[src/rtl/sr_cmd_pkg.sv]
// Shared types for the SR command sequencer.
// Channel states, request encoding and request resolution.
package sr_cmd_pkg;

  typedef enum logic [1:0] {
    IDLE,
    PULSE,
    GAP
  } state_t;

  typedef enum logic [1:0] {
    REQ_NONE,
    REQ_SET,
    REQ_CLR
  } req_t;

  // set+clr together collapses to clear or to nothing
  function automatic req_t resolve_req(
    input logic set,
    input logic clr,
    input logic clr_wins
  );
    req_t r;
    r = REQ_NONE;
    if (set && clr) begin
      r = clr_wins ? REQ_CLR : REQ_NONE;
    end else if (set) begin
      r = REQ_SET;
    end else if (clr) begin
      r = REQ_CLR;
    end
    return r;
  endfunction

endpackage

[src/rtl/sr_cmd_sequencer_if.sv]
// Request/command bundle between a driver and the sequencer.
// Requests flow master->slave, S/R commands and status flow back.
interface sr_cmd_sequencer_if #(
  parameter int WIDTH = 4
) ();

  logic [WIDTH-1:0] set_req;
  logic [WIDTH-1:0] clr_req;
  logic             conflict_clr;
  logic [WIDTH-1:0] s_out;
  logic [WIDTH-1:0] r_out;
  logic [WIDTH-1:0] q_model;
  logic [WIDTH-1:0] busy;
  logic [WIDTH-1:0] conflict;

  modport master (
    output set_req,
    output clr_req,
    output conflict_clr,
    input  s_out,
    input  r_out,
    input  q_model,
    input  busy,
    input  conflict
  );

  modport slave (
    input  set_req,
    input  clr_req,
    input  conflict_clr,
    output s_out,
    output r_out,
    output q_model,
    output busy,
    output conflict
  );

endinterface

[src/rtl/sr_cmd_channel.sv]
// One channel: IDLE/PULSE/GAP sequencer with a 1-deep pending slot,
// predicted downstream Q and a sticky conflict flag.
module sr_cmd_channel
  import sr_cmd_pkg::*;
#(
  parameter int PULSE_CYCLES   = 2,
  parameter int GAP_CYCLES     = 1,
  parameter bit CLR_WINS       = 1'b1,
  parameter bit SKIP_REDUNDANT = 1'b1
) (
  input  logic clk,
  input  logic reset,
  input  logic set_req,
  input  logic clr_req,
  input  logic conflict_clr,
  output logic s_out,
  output logic r_out,
  output logic q_model,
  output logic busy,
  output logic conflict
);

  localparam int MAXC =
    (PULSE_CYCLES > GAP_CYCLES) ? PULSE_CYCLES : GAP_CYCLES;
  localparam int CW = (MAXC > 1) ? $clog2(MAXC) : 1;

  state_t        state_q, state_d;
  logic [CW-1:0] cnt_q, cnt_d;
  req_t          pend_q, pend_d;
  logic          s_q, s_d;
  logic          r_q, r_d;
  logic          q_q, q_d;
  logic          conf_q, conf_d;

  req_t new_req;
  req_t eff;
  logic skip;

  always_comb begin
    state_d = state_q;
    cnt_d   = cnt_q;
    pend_d  = pend_q;
    s_d     = s_q;
    r_d     = r_q;
    q_d     = q_q;
    conf_d  = conf_q;
    eff     = REQ_NONE;
    skip    = 1'b0;
    new_req = resolve_req(set_req, clr_req, CLR_WINS);

    if (set_req && clr_req) begin
      conf_d = 1'b1;
    end else if (conflict_clr) begin
      conf_d = 1'b0;
    end

    // downstream flop captures on every edge its S or R is high
    if (s_q) begin
      q_d = 1'b1;
    end else if (r_q) begin
      q_d = 1'b0;
    end

    unique case (state_q)
      IDLE: begin
        eff    = (set_req || clr_req) ? new_req : pend_q;
        pend_d = REQ_NONE;
        skip   = SKIP_REDUNDANT &&
                 (((eff == REQ_SET) && q_q) ||
                  ((eff == REQ_CLR) && !q_q));
        if ((eff != REQ_NONE) && !skip) begin
          state_d = PULSE;
          cnt_d   = CW'(PULSE_CYCLES - 1);
          s_d     = (eff == REQ_SET);
          r_d     = (eff == REQ_CLR);
        end
      end
      PULSE: begin
        if (new_req != REQ_NONE) pend_d = new_req;
        if (cnt_q == '0) begin
          s_d = 1'b0;
          r_d = 1'b0;
          if (GAP_CYCLES > 0) begin
            state_d = GAP;
            cnt_d   = CW'(GAP_CYCLES - 1);
          end else begin
            state_d = IDLE;
          end
        end else begin
          cnt_d = cnt_q - 1'b1;
        end
      end
      GAP: begin
        if (new_req != REQ_NONE) pend_d = new_req;
        if (cnt_q == '0) begin
          state_d = IDLE;
        end else begin
          cnt_d = cnt_q - 1'b1;
        end
      end
      default: begin
        state_d = IDLE;
        s_d     = 1'b0;
        r_d     = 1'b0;
      end
    endcase
  end

  always_ff @(posedge clk) begin
    if (reset) begin
      state_q <= IDLE;
      cnt_q   <= '0;
      pend_q  <= REQ_NONE;
      s_q     <= 1'b0;
      r_q     <= 1'b0;
      q_q     <= 1'b0;
      conf_q  <= 1'b0;
    end else begin
      state_q <= state_d;
      cnt_q   <= cnt_d;
      pend_q  <= pend_d;
      s_q     <= s_d;
      r_q     <= r_d;
      q_q     <= q_d;
      conf_q  <= conf_d;
    end
  end

  assign s_out    = s_q;
  assign r_out    = r_q;
  assign q_model  = q_q;
  assign busy     = (state_q != IDLE);
  assign conflict = conf_q;

endmodule

[src/rtl/sr_cmd_sequencer.sv]
// Bank of independent SR command channels.
// No arbitration between channels; conflict_clr fans out to all.
module sr_cmd_sequencer #(
  parameter int WIDTH          = 4,
  parameter int PULSE_CYCLES   = 2,
  parameter int GAP_CYCLES     = 1,
  parameter bit CLR_WINS       = 1'b1,
  parameter bit SKIP_REDUNDANT = 1'b1
) (
  input logic              clk,
  input logic              reset,
  sr_cmd_sequencer_if.slave bus
);

  for (genvar i = 0; i < WIDTH; i++) begin : g_ch
    sr_cmd_channel #(
      .PULSE_CYCLES  (PULSE_CYCLES),
      .GAP_CYCLES    (GAP_CYCLES),
      .CLR_WINS      (CLR_WINS),
      .SKIP_REDUNDANT(SKIP_REDUNDANT)
    ) u_ch (
      .clk         (clk),
      .reset       (reset),
      .set_req     (bus.set_req[i]),
      .clr_req     (bus.clr_req[i]),
      .conflict_clr(bus.conflict_clr),
      .s_out       (bus.s_out[i]),
      .r_out       (bus.r_out[i]),
      .q_model     (bus.q_model[i]),
      .busy        (bus.busy[i]),
      .conflict    (bus.conflict[i])
    );
  end

endmodule

[src/flat_wrapper.sv]
// flat-port wrapper written by rule: the top's interface ports become plain ports
module sr_cmd_sequencer_flat 
#(
  parameter int WIDTH          = 4,
  parameter int PULSE_CYCLES   = 2,
  parameter int GAP_CYCLES     = 1,
  parameter bit CLR_WINS       = 1'b1,
  parameter bit SKIP_REDUNDANT = 1'b1
)
  (clk, reset, bus_set_req, bus_clr_req, bus_conflict_clr, bus_s_out, bus_r_out, bus_q_model, bus_busy, bus_conflict);
  sr_cmd_sequencer_if #(.WIDTH(WIDTH)) bus_i ();
  input logic clk;
  input logic reset;
  input wire logic [$bits(bus_i.set_req)-1:0] bus_set_req;
  input wire logic [$bits(bus_i.clr_req)-1:0] bus_clr_req;
  input wire logic [$bits(bus_i.conflict_clr)-1:0] bus_conflict_clr;
  output wire logic [$bits(bus_i.s_out)-1:0] bus_s_out;
  output wire logic [$bits(bus_i.r_out)-1:0] bus_r_out;
  output wire logic [$bits(bus_i.q_model)-1:0] bus_q_model;
  output wire logic [$bits(bus_i.busy)-1:0] bus_busy;
  output wire logic [$bits(bus_i.conflict)-1:0] bus_conflict;
  assign bus_i.set_req = bus_set_req;
  assign bus_i.clr_req = bus_clr_req;
  assign bus_i.conflict_clr = bus_conflict_clr;
  assign bus_s_out = bus_i.s_out;
  assign bus_r_out = bus_i.r_out;
  assign bus_q_model = bus_i.q_model;
  assign bus_busy = bus_i.busy;
  assign bus_conflict = bus_i.conflict;
  sr_cmd_sequencer #(.WIDTH(WIDTH), .PULSE_CYCLES(PULSE_CYCLES), .GAP_CYCLES(GAP_CYCLES), .CLR_WINS(CLR_WINS), .SKIP_REDUNDANT(SKIP_REDUNDANT)) u_core (.clk(clk), .reset(reset), .bus(bus_i));
endmodule
[config.mk]
export PLATFORM = sky130hd
export DESIGN_NAME = sr_cmd_sequencer_flat
export DESIGN_NICKNAME = d
export VERILOG_FILES = /design/src/rtl/sr_cmd_pkg.sv /design/src/rtl/sr_cmd_sequencer_if.sv /design/src/rtl/sr_cmd_channel.sv /design/src/rtl/sr_cmd_sequencer.sv /design/src/flat_wrapper.sv
export SDC_FILE = /design/constraint.sdc
export NUM_CORES = 1
export LEC_CHECK = 0
export ABC_AREA = 0
export CAP_MARGIN = 20
export CORE_MARGIN = 3
export CORE_UTILIZATION = 49
export DETAILED_ROUTE_END_ITERATION = 10
export GPL_TIMING_DRIVEN = 0
export HOLD_SLACK_MARGIN = 0.02
export PLACE_DENSITY = 0.76
export SYNTH_ARGS = -nofsm -noshare
export SYNTH_HDL_FRONTEND = slang
export SYNTH_SLANG_ARGS = --single-unit
[constraint.sdc]
create_clock -name clk -period 1.5 [get_ports clk]
set_input_delay 0.15 -clock clk [delete_from_list [all_inputs] [get_ports clk]]
set_output_delay 0.15 -clock clk [all_outputs]
set_load 0.01 [all_outputs]
==> run metrics, run 1 <==
first-pass GRT wire length 7.68 mm; RSZ-0062 raised after global routing yes; Worst R2R Path Depth 5; Slew Limit Headroom 67.3%; Area growth, synth to finish 26.6%; clock skew 11.1 ps; Reg clk slew, reported paths about 80 ps; RePlAce Congestion 0.810; Net count, final 324; status complete, no violations; total power 3.13 mW; Post-DRT Antenna Nets 0; area of placed instances 2530 sq um; clk_lat worst skew 290 ps; core area 4140 sq um; #FFs+latches synth 36; vias in the first global route 1680; Seq pwr share 37.6%; largest net degree at the start of global routing 13; crit-path max FO 4; Worst Setup SP u_core.g_ch[0].u_ch.state_q[0]$_SDFFE_PP0P_; combinational share of power between 30% and 40%; Critical Path End u_core.g_ch[0].u_ch.s_out$_SDFFE_PP0P_; Critical R2R Launch u_core.g_ch[0].u_ch.state_q[0]$_SDFFE_PP0P_; DP Cell Count about 340; # clock sinks 36; YS warnings 0; power share of the clock group ~28%; crit path kind flop to flop; hpwl dp 3.19 mm; Avg Inst Size Synth approximately 8.5 sq um; post-route cell area 2740 sq um; Mapped Cells ~260; post-route setup TNS 0 ps; Initial DRC Count 185; Via density about 5.3; Final Hold Fails 0; PD cells 1140 nW/um^2; Port-buffer cells 30; Starting Density between 50% and 60%; Int Pwr 2.17 mW; Fmax ~0.68 GHz; die width 72.5 um; Ant. Diodes 0; Clock Tree Buf Depth 2; post-route insts no fill 348; TritonCTS clock tree built; clock root cell clkbuf_8; WHS 490 ps; pre-CTS setup slack -520 ps; Max VDD drop 0.863 mV; Hold WC Path Type flop to flop; Post-route DRC 0; wire length per cell 13.5 um; IO Pins 31; max-cap viol count 0; H-tree depth 2; CP arrival ~1700 ps; total CTS buffers 5; post-synth cell types 37; Final period util 98.4%; setup violators final 0; CP Capture Type flop; P_sw ~960 uW; Detailed Route WL 4.69 mm; Max Slew Vio Count 0; slack of the critical path 24.0 ps; layout cells sized above 1 24.2%; initial antenna violation count 0; slew at the pin closest to its max-slew limit around 500 ps; Die H 72.5 um; worst r2r dst u_core.g_ch[0].u_ch.s_out$_SDFFE_PP0P_; syn_nets 283; Crit path required time 1700 ps; drt first pass iters 4; R2R Setup Slk 20 ps; Net Sw Frac a little under a third; Cell Area, Synth 2170 sq um; crit path time final 1480 ps; fin util 66.2%; startpoint types flop; GR Util All Layers 18.8%; number of core rows 23; leak pwr 1.12 nW; via count 1828; sequential element share of the synthesized area 33.3%; grt total ovfl 0; Die Area 5260 sq um
[area by class of cell]
type | count | area, sq um
plain buffers | 25 | 173
clock buffers | 5 | 68.8
clock inverters | 3 | 42.5
fillers | 355 | 1400
inverters | 24 | 92.6
multi-input cells | 171 | 1240
flip-flops and latches | 36 | 742
well taps | 50 | 62.6
repair buffers | 34 | 323
[how the worst min path moves through the flow]
stage                                                     start                                          end  cells past startpoint
floorplan                                        bus_set_req[0]   u_core.g_ch[0].u_ch.pend_q[0]$_SDFFE_PP0P_                      2
global placement         u_core.g_ch[2].u_ch.cnt_q$_SDFFE_PP0P_       u_core.g_ch[2].u_ch.cnt_q$_SDFFE_PP0P_                      2
detailed placement       u_core.g_ch[3].u_ch.cnt_q$_SDFFE_PP0P_       u_core.g_ch[3].u_ch.cnt_q$_SDFFE_PP0P_                      2
CTS                      u_core.g_ch[3].u_ch.cnt_q$_SDFFE_PP0P_       u_core.g_ch[3].u_ch.cnt_q$_SDFFE_PP0P_                      2
global route        u_core.g_ch[1].u_ch.state_q[1]$_SDFFE_PP0P_  u_core.g_ch[1].u_ch.state_q[1]$_SDFFE_PP0P_                      2
finish              u_core.g_ch[2].u_ch.state_q[1]$_SDFFE_PP0P_  u_core.g_ch[2].u_ch.state_q[1]$_SDFFE_PP0P_                      2
[state kept, by name (all words and copies together), names as in the netlist]
name and flops:
u_core.g_ch.u_ch.pend_q 8, u_core.g_ch.u_ch.q_model 4, u_core.g_ch.u_ch.r_out 4, u_core.g_ch.u_ch.conflict 4
u_core.g_ch.u_ch.s_out 4, u_core.g_ch.u_ch.state_q 8, u_core.g_ch.u_ch.cnt_q 4
[cell families (layout without fill, tap and decap cells)]
group                      after synthesis  count (layout)  synth area share, %
and+or+nand+nor                         76              76                 18.6
AOI/OAI and AO/OA                       64              64                 20.0
buffers and inverters                   49              91                 12.0
DFF                                     36              36                 33.3
adders and majority gates               16              16                 9.24
muxes                                   15              15                 6.93
[metal layers]
| layer | vias to the layer above | wire length [um] | track usage, % |
|---|---|---|---|
| met5 | - | 0 | 0 |
| li1 | 939 | - | - |
| met1 | 835 | 2170 | 24.2 |
| met4 | 0 | 78 | 6.15 |
| met3 | 8 | 215 | 3.88 |
| met2 | 46 | 2230 | 31.4 |
[repair_timing]
action | in CTS | in global routing
hold buffers | 0 | 0
pin swaps | 1 | 3
gates cloned | 0 | 0
resized for setup | 33 | 16
setup buffers | 0 | 4
endpoints found under the setup margin | 30 | 31
[worst max-delay path: stages, from the launching register on]
cell and delay, ps:
dfxtp_2 360, inv_2 70, ha_1 210, o21a_1 230, a211o_1 320, mux2i_1 210
[placed cells by master, fill, tap and decap left out, drive strengths merged, types with 2 or more instances in the layout]
| cell type | n |
|---|---|
| a211o | 3 |
| nor2b | 7 |
| a22oi | 8 |
| o21ai | 7 |
| o21a | 6 |
| dfxtp | 36 |
| clkbuf | 11 |
| o2bb2ai | 2 |
| clkdlybuf4s50 | 26 |
| o31a | 2 |
| nand2b | 20 |
| a21oi | 21 |
| inv | 24 |
| nor2 | 25 |
| clkdlybuf4s15 | 2 |
| ha | 16 |
| nand2 | 6 |
| nor3 | 2 |
| a211oi | 4 |
| or3 | 8 |
| a21boi | 2 |
| buf | 25 |
| a21o | 3 |
| or4 | 4 |
| o21bai | 2 |
| mux2i | 15 |
[power groups by stage]
| stage | clock network, mW | logic (mW) | registers (mW) |
|---|---|---|---|
| finish | 0.862 | 1.09 | 1.18 |
| global route | 0.930 | 1.19 | 1.19 |
| CTS | 0.876 | 1.04 | 1.17 |
| detailed placement | 0 | 0.979 | 1.18 |
| global placement | 0 | 0.964 | 1.18 |
| floorplan | 0 | 0.700 | 1.16 |
[Yosys cell counts (all sizes together)]
library cell | number | area (sq um)
dfxtp | 36 | 721
nor2 | 25 | 96.4
inv | 24 | 90.1
a21oi | 21 | 105
buf | 20 | 150
nand2b | 20 | 125
ha | 16 | 200
mux2i | 15 | 150
a22oi | 8 | 60.1
or3 | 8 | 50.1
nor2b | 7 | 43.8
o21ai | 7 | 35.0
nand2 | 6 | 22.5
o21a | 6 | 45.0
clkbuf | 5 | 18.8
a211oi | 4 | 35.0
or4 | 4 | 30.0
a211o | 3 | 27.5
a21o | 3 | 22.5
a21boi | 2 | 15.0
nor3 | 2 | 10.0
o21bai | 2 | 15.0
o2bb2ai | 2 | 17.5
o31a | 2 | 17.5
a31oi | 1 | 6.26
nand3 | 1 | 5.00
nand4b | 1 | 8.76
nor4 | 1 | 6.26
o21ba | 1 | 10.0
o221ai | 1 | 8.76
o22ai | 1 | 12.5
or2 | 1 | 6.26
Power figures use the tool's default switching activity.
==> run 2, diff against run 1 <==
--- a/config.mk
+++ b/config.mk
@@ -5,8 +5,7 @@
 export SDC_FILE = /design/constraint.sdc
 export NUM_CORES = 1
 export LEC_CHECK = 0
-export ABC_AREA = 0
-export CAP_MARGIN = 20
+export CAP_MARGIN = 10
 export CORE_MARGIN = 3
 export CORE_UTILIZATION = 49
 export DETAILED_ROUTE_END_ITERATION = 10
==> results of run 2 <==
Same layout as run 1: the final DEF is identical, and so are final timing and power.
==> run 3, diff against run 2 <==
--- a/config.mk
+++ b/config.mk
@@ -7,11 +7,12 @@
 export LEC_CHECK = 0
 export CAP_MARGIN = 10
 export CORE_MARGIN = 3
-export CORE_UTILIZATION = 49
+export CORE_UTILIZATION = 51
+export CTS_BUF_LIST = sky130_fd_sc_hd__clkbuf_2
 export DETAILED_ROUTE_END_ITERATION = 10
 export GPL_TIMING_DRIVEN = 0
 export HOLD_SLACK_MARGIN = 0.02
-export PLACE_DENSITY = 0.76
+export PLACE_DENSITY = 0.78
 export SYNTH_ARGS = -nofsm -noshare
 export SYNTH_HDL_FRONTEND = slang
 export SYNTH_SLANG_ARGS = --single-unit
==> run 3 against run 2 <==
  * Sequential power is essentially flat
  * Register-to-register slack lost 20 ps
  * Critical path type unchanged
  * Clock skew grew 26 ps
  * Highest routed layer unchanged
==> run metrics, run 3 (synthesized netlist as in run 1, its figures left out) <==
status complete, no violations (unchanged); leak pwr 1.34 nW (was 1.12 nW); Starting Density 53.4% (was 52.3%); area of placed instances 2530 sq um (unchanged); PD cells 974 nW/um^2 (was 1140 nW/um^2); pre-CTS setup slack -459 ps (was -520 ps); via count 1986 (was 1828); WHS 443 ps (was 490 ps); # clock sinks 36 (unchanged); worst hold path depth 3 (was 2); Crit path required time 1770 ps (was 1700 ps); Post-route DRC 0 (unchanged); Final Hold Fails 0 (unchanged); slack of the critical path 2.47 ps (was 24.0 ps); Hold WC Path Type primary input to flop (was flop to flop); Slowest-stage cell, CP dfxtp_2 (unchanged); most frequent cells in the layout buf_4 (46), nor2_1 (24), dfxtp_2 (23) (was clkdlybuf4s50_1 (26), buf_4 (25), nor2_1 (24)); drt first pass iters 4 (unchanged); CP cell instances inv_2 -> buf_6 -> ha_4 -> o21a_4 -> a211o_1 -> mux2i_1 (was inv_2 -> ha_1 -> o21a_1 -> a211o_1 -> mux2i_1); total CTS buffers 5 (unchanged); Worst R2R Path Depth 6 (was 5); worst r2r dst u_core.g_ch[0].u_ch.r_out$_SDFFE_PP0P_ (was u_core.g_ch[0].u_ch.s_out$_SDFFE_PP0P_); most common cell after layout, fill and taps aside buf_4 (was clkdlybuf4s50_1); initial antenna violation count 0 (unchanged); clk_lat worst skew 400 ps (was 290 ps); Ant. Diodes 0 (unchanged); grt total ovfl 0 (unchanged); clock skew 37.2 ps (was 11.1 ps); clock root cell clkbuf_2 (was clkbuf_8); hpwl dp 3.14 mm (was 3.19 mm); hold_buf cts 0 (unchanged); Final period util 99.8% (was 98.4%); Worst Hold End u_core.g_ch[1].u_ch.pend_q[0]$_SDFFE_PP0P_ (was u_core.g_ch[2].u_ch.state_q[1]$_SDFFE_PP0P_); H-tree depth 2 (unchanged); Area growth, synth to finish 38.9% (was 26.6%); TritonCTS clock tree built (unchanged); Fmax 0.668 GHz (was 0.678 GHz); fin util 74.2% (was 66.2%); Max VDD drop 0.623 mV (was 0.863 mV); RSZ-0062 raised after global routing yes (unchanged); RePlAce Congestion 0.809 (was 0.810); post-route setup TNS 0 ps (unchanged); crit path time final 1500 ps (was 1480 ps); wire length per cell 14.1 um (was 13.5 um); IO Pins 31 (unchanged); number of core rows 23 (unchanged); Slew Limit Headroom 69.3% (was 67.3%); startpoint types flop (unchanged); first-pass GRT wire length 8.47 mm (was 7.68 mm); Max Slew Vio Count 0 (unchanged); total power 2.93 mW (was 3.13 mW); Die Area 5070 sq um (was 5260 sq um); CP Capture Type flop (unchanged); Via density 5.28 (was 5.25); core area 4060 sq um (was 4140 sq um); post-route cell area 3010 sq um (was 2740 sq um); Initial DRC Count 138 (was 185); setup violators final 0 (unchanged); GR Util All Layers 20.6% (was 18.8%); die width 71.2 um (was 72.5 um); DP Cell Count 336 (unchanged); post-route insts no fill 376 (was 348); Detailed Route WL 5.29 mm (was 4.69 mm); Reg clk slew, reported paths 210 ps (was 80 ps); vias in the first global route 1870 (was 1680); Post-DRT Antenna Nets 0 (unchanged); crit-path max FO 4 (unchanged); Net count, final 352 (was 324); max incr delay on CP 400 ps (was 360 ps); R2R Setup Slk 2 ps (was 20 ps); Port-buffer cells 30 (unchanged); crit path kind flop to flop (unchanged); layout cells sized above 1 37.1% (was 24.2%); largest net degree at the start of global routing 11 (was 13); min-delay src bus_set_req[1] (was u_core.g_ch[2].u_ch.state_q[1]$_SDFFE_PP0P_); CP arrival 1770 ps (was 1680 ps); Clock Tree Buf Depth 2 (unchanged); Die H 71.2 um (was 72.5 um); biggest regs u_core.g_ch.u_ch.pend_q (8), u_core.g_ch.u_ch.state_q (8) (unchanged); slew at the pin closest to its max-slew limit 460 ps (was 491 ps); Critical R2R Launch u_core.g_ch[0].u_ch.state_q[1]$_SDFFE_PP0P_ (was u_core.g_ch[0].u_ch.state_q[0]$_SDFFE_PP0P_); max-cap viol count 0 (unchanged)
## run 3: changes by cell type in the layout (fill, tap and decap cells not counted), moves of 3 or more
cell and delta:
o21a_4 +3, dfxtp_1 -11, dlygate4sd2_1 +15, buf_4 +21, dfxtp_2 +12, buf_2 +3
ha_4 +6, ha_1 -8, clkbuf_2 +5, clkbuf_8 -5, clkdlybuf4s50_1 -16, buf_6 +7
## run 3: worst max path at each step
| stage | slack [ps] | cells past startpoint | startpoint | end |
|---|---|---|---|---|
| global placement | -470 | 4 | reset | u_core.g_ch[3].u_ch.state_q[0]$_SDFFE_PP0P_ |
| floorplan | 100 | 5 | u_core.g_ch[1].u_ch.state_q[0]$_SDFFE_PP0P_ | u_core.g_ch[1].u_ch.s_out$_SDFFE_PP0P_ |
| detailed placement | -460 | 4 | reset | u_core.g_ch[2].u_ch.pend_q[1]$_SDFFE_PP0P_ |
| global route | -50 | 6 | u_core.g_ch[3].u_ch.state_q[1]$_SDFFE_PP0P_ | u_core.g_ch[3].u_ch.r_out$_SDFFE_PP0P_ |
| CTS | 3 | 5 | u_core.g_ch[2].u_ch.state_q[0]$_SDFFE_PP0P_ | bus_busy[2] |
| finish | 2 | 6 | u_core.g_ch[0].u_ch.state_q[1]$_SDFFE_PP0P_ | u_core.g_ch[0].u_ch.r_out$_SDFFE_PP0P_ |
## run 3: worst max-delay path, delay by kind of cell, from the launching register on
kind / cells / cell delay (ps)
AO/OA/AOI/OAI: 2 / 530
flip-flops: 1 / 400
buffers and inverters: 2 / 180
adder cells (fa/ha/maj): 1 / 150
multiplexers: 1 / 120
## run 3: layout make-up
type	instances	area (sq um)
fillers	289	1050
repair buffers	62	533
well taps	50	62.6
plain buffers	25	171
clock inverters	1	3.75
clock buffers	7	35.0
inverters	24	95.1
flip-flops and latches	36	753
multi-input cells	171	1360
## run 3: timing repair
item,CTS,global route
setup endpoints to repair,35,17
setup buffers,30,2
resized for setup,73,33
pin swaps,6,10
## run 3: per-layer routing
metal  track usage (%)  part of all wire (%)
met5                 0                     0
met2              33.8                    50
met4              4.38                  0.79
met3              5.26                   4.0
met1              27.4                    45
## run 3: power breakdown
part | switching [mW] | leakage, nW | internal [mW]
registers | 0.0815 | 0.305 | 1.08
clock network | 0.330 | 0.0306 | 0.125
logic | 0.593 | 1.01 | 0.717
total | 1.00 | 1.34 | 1.93
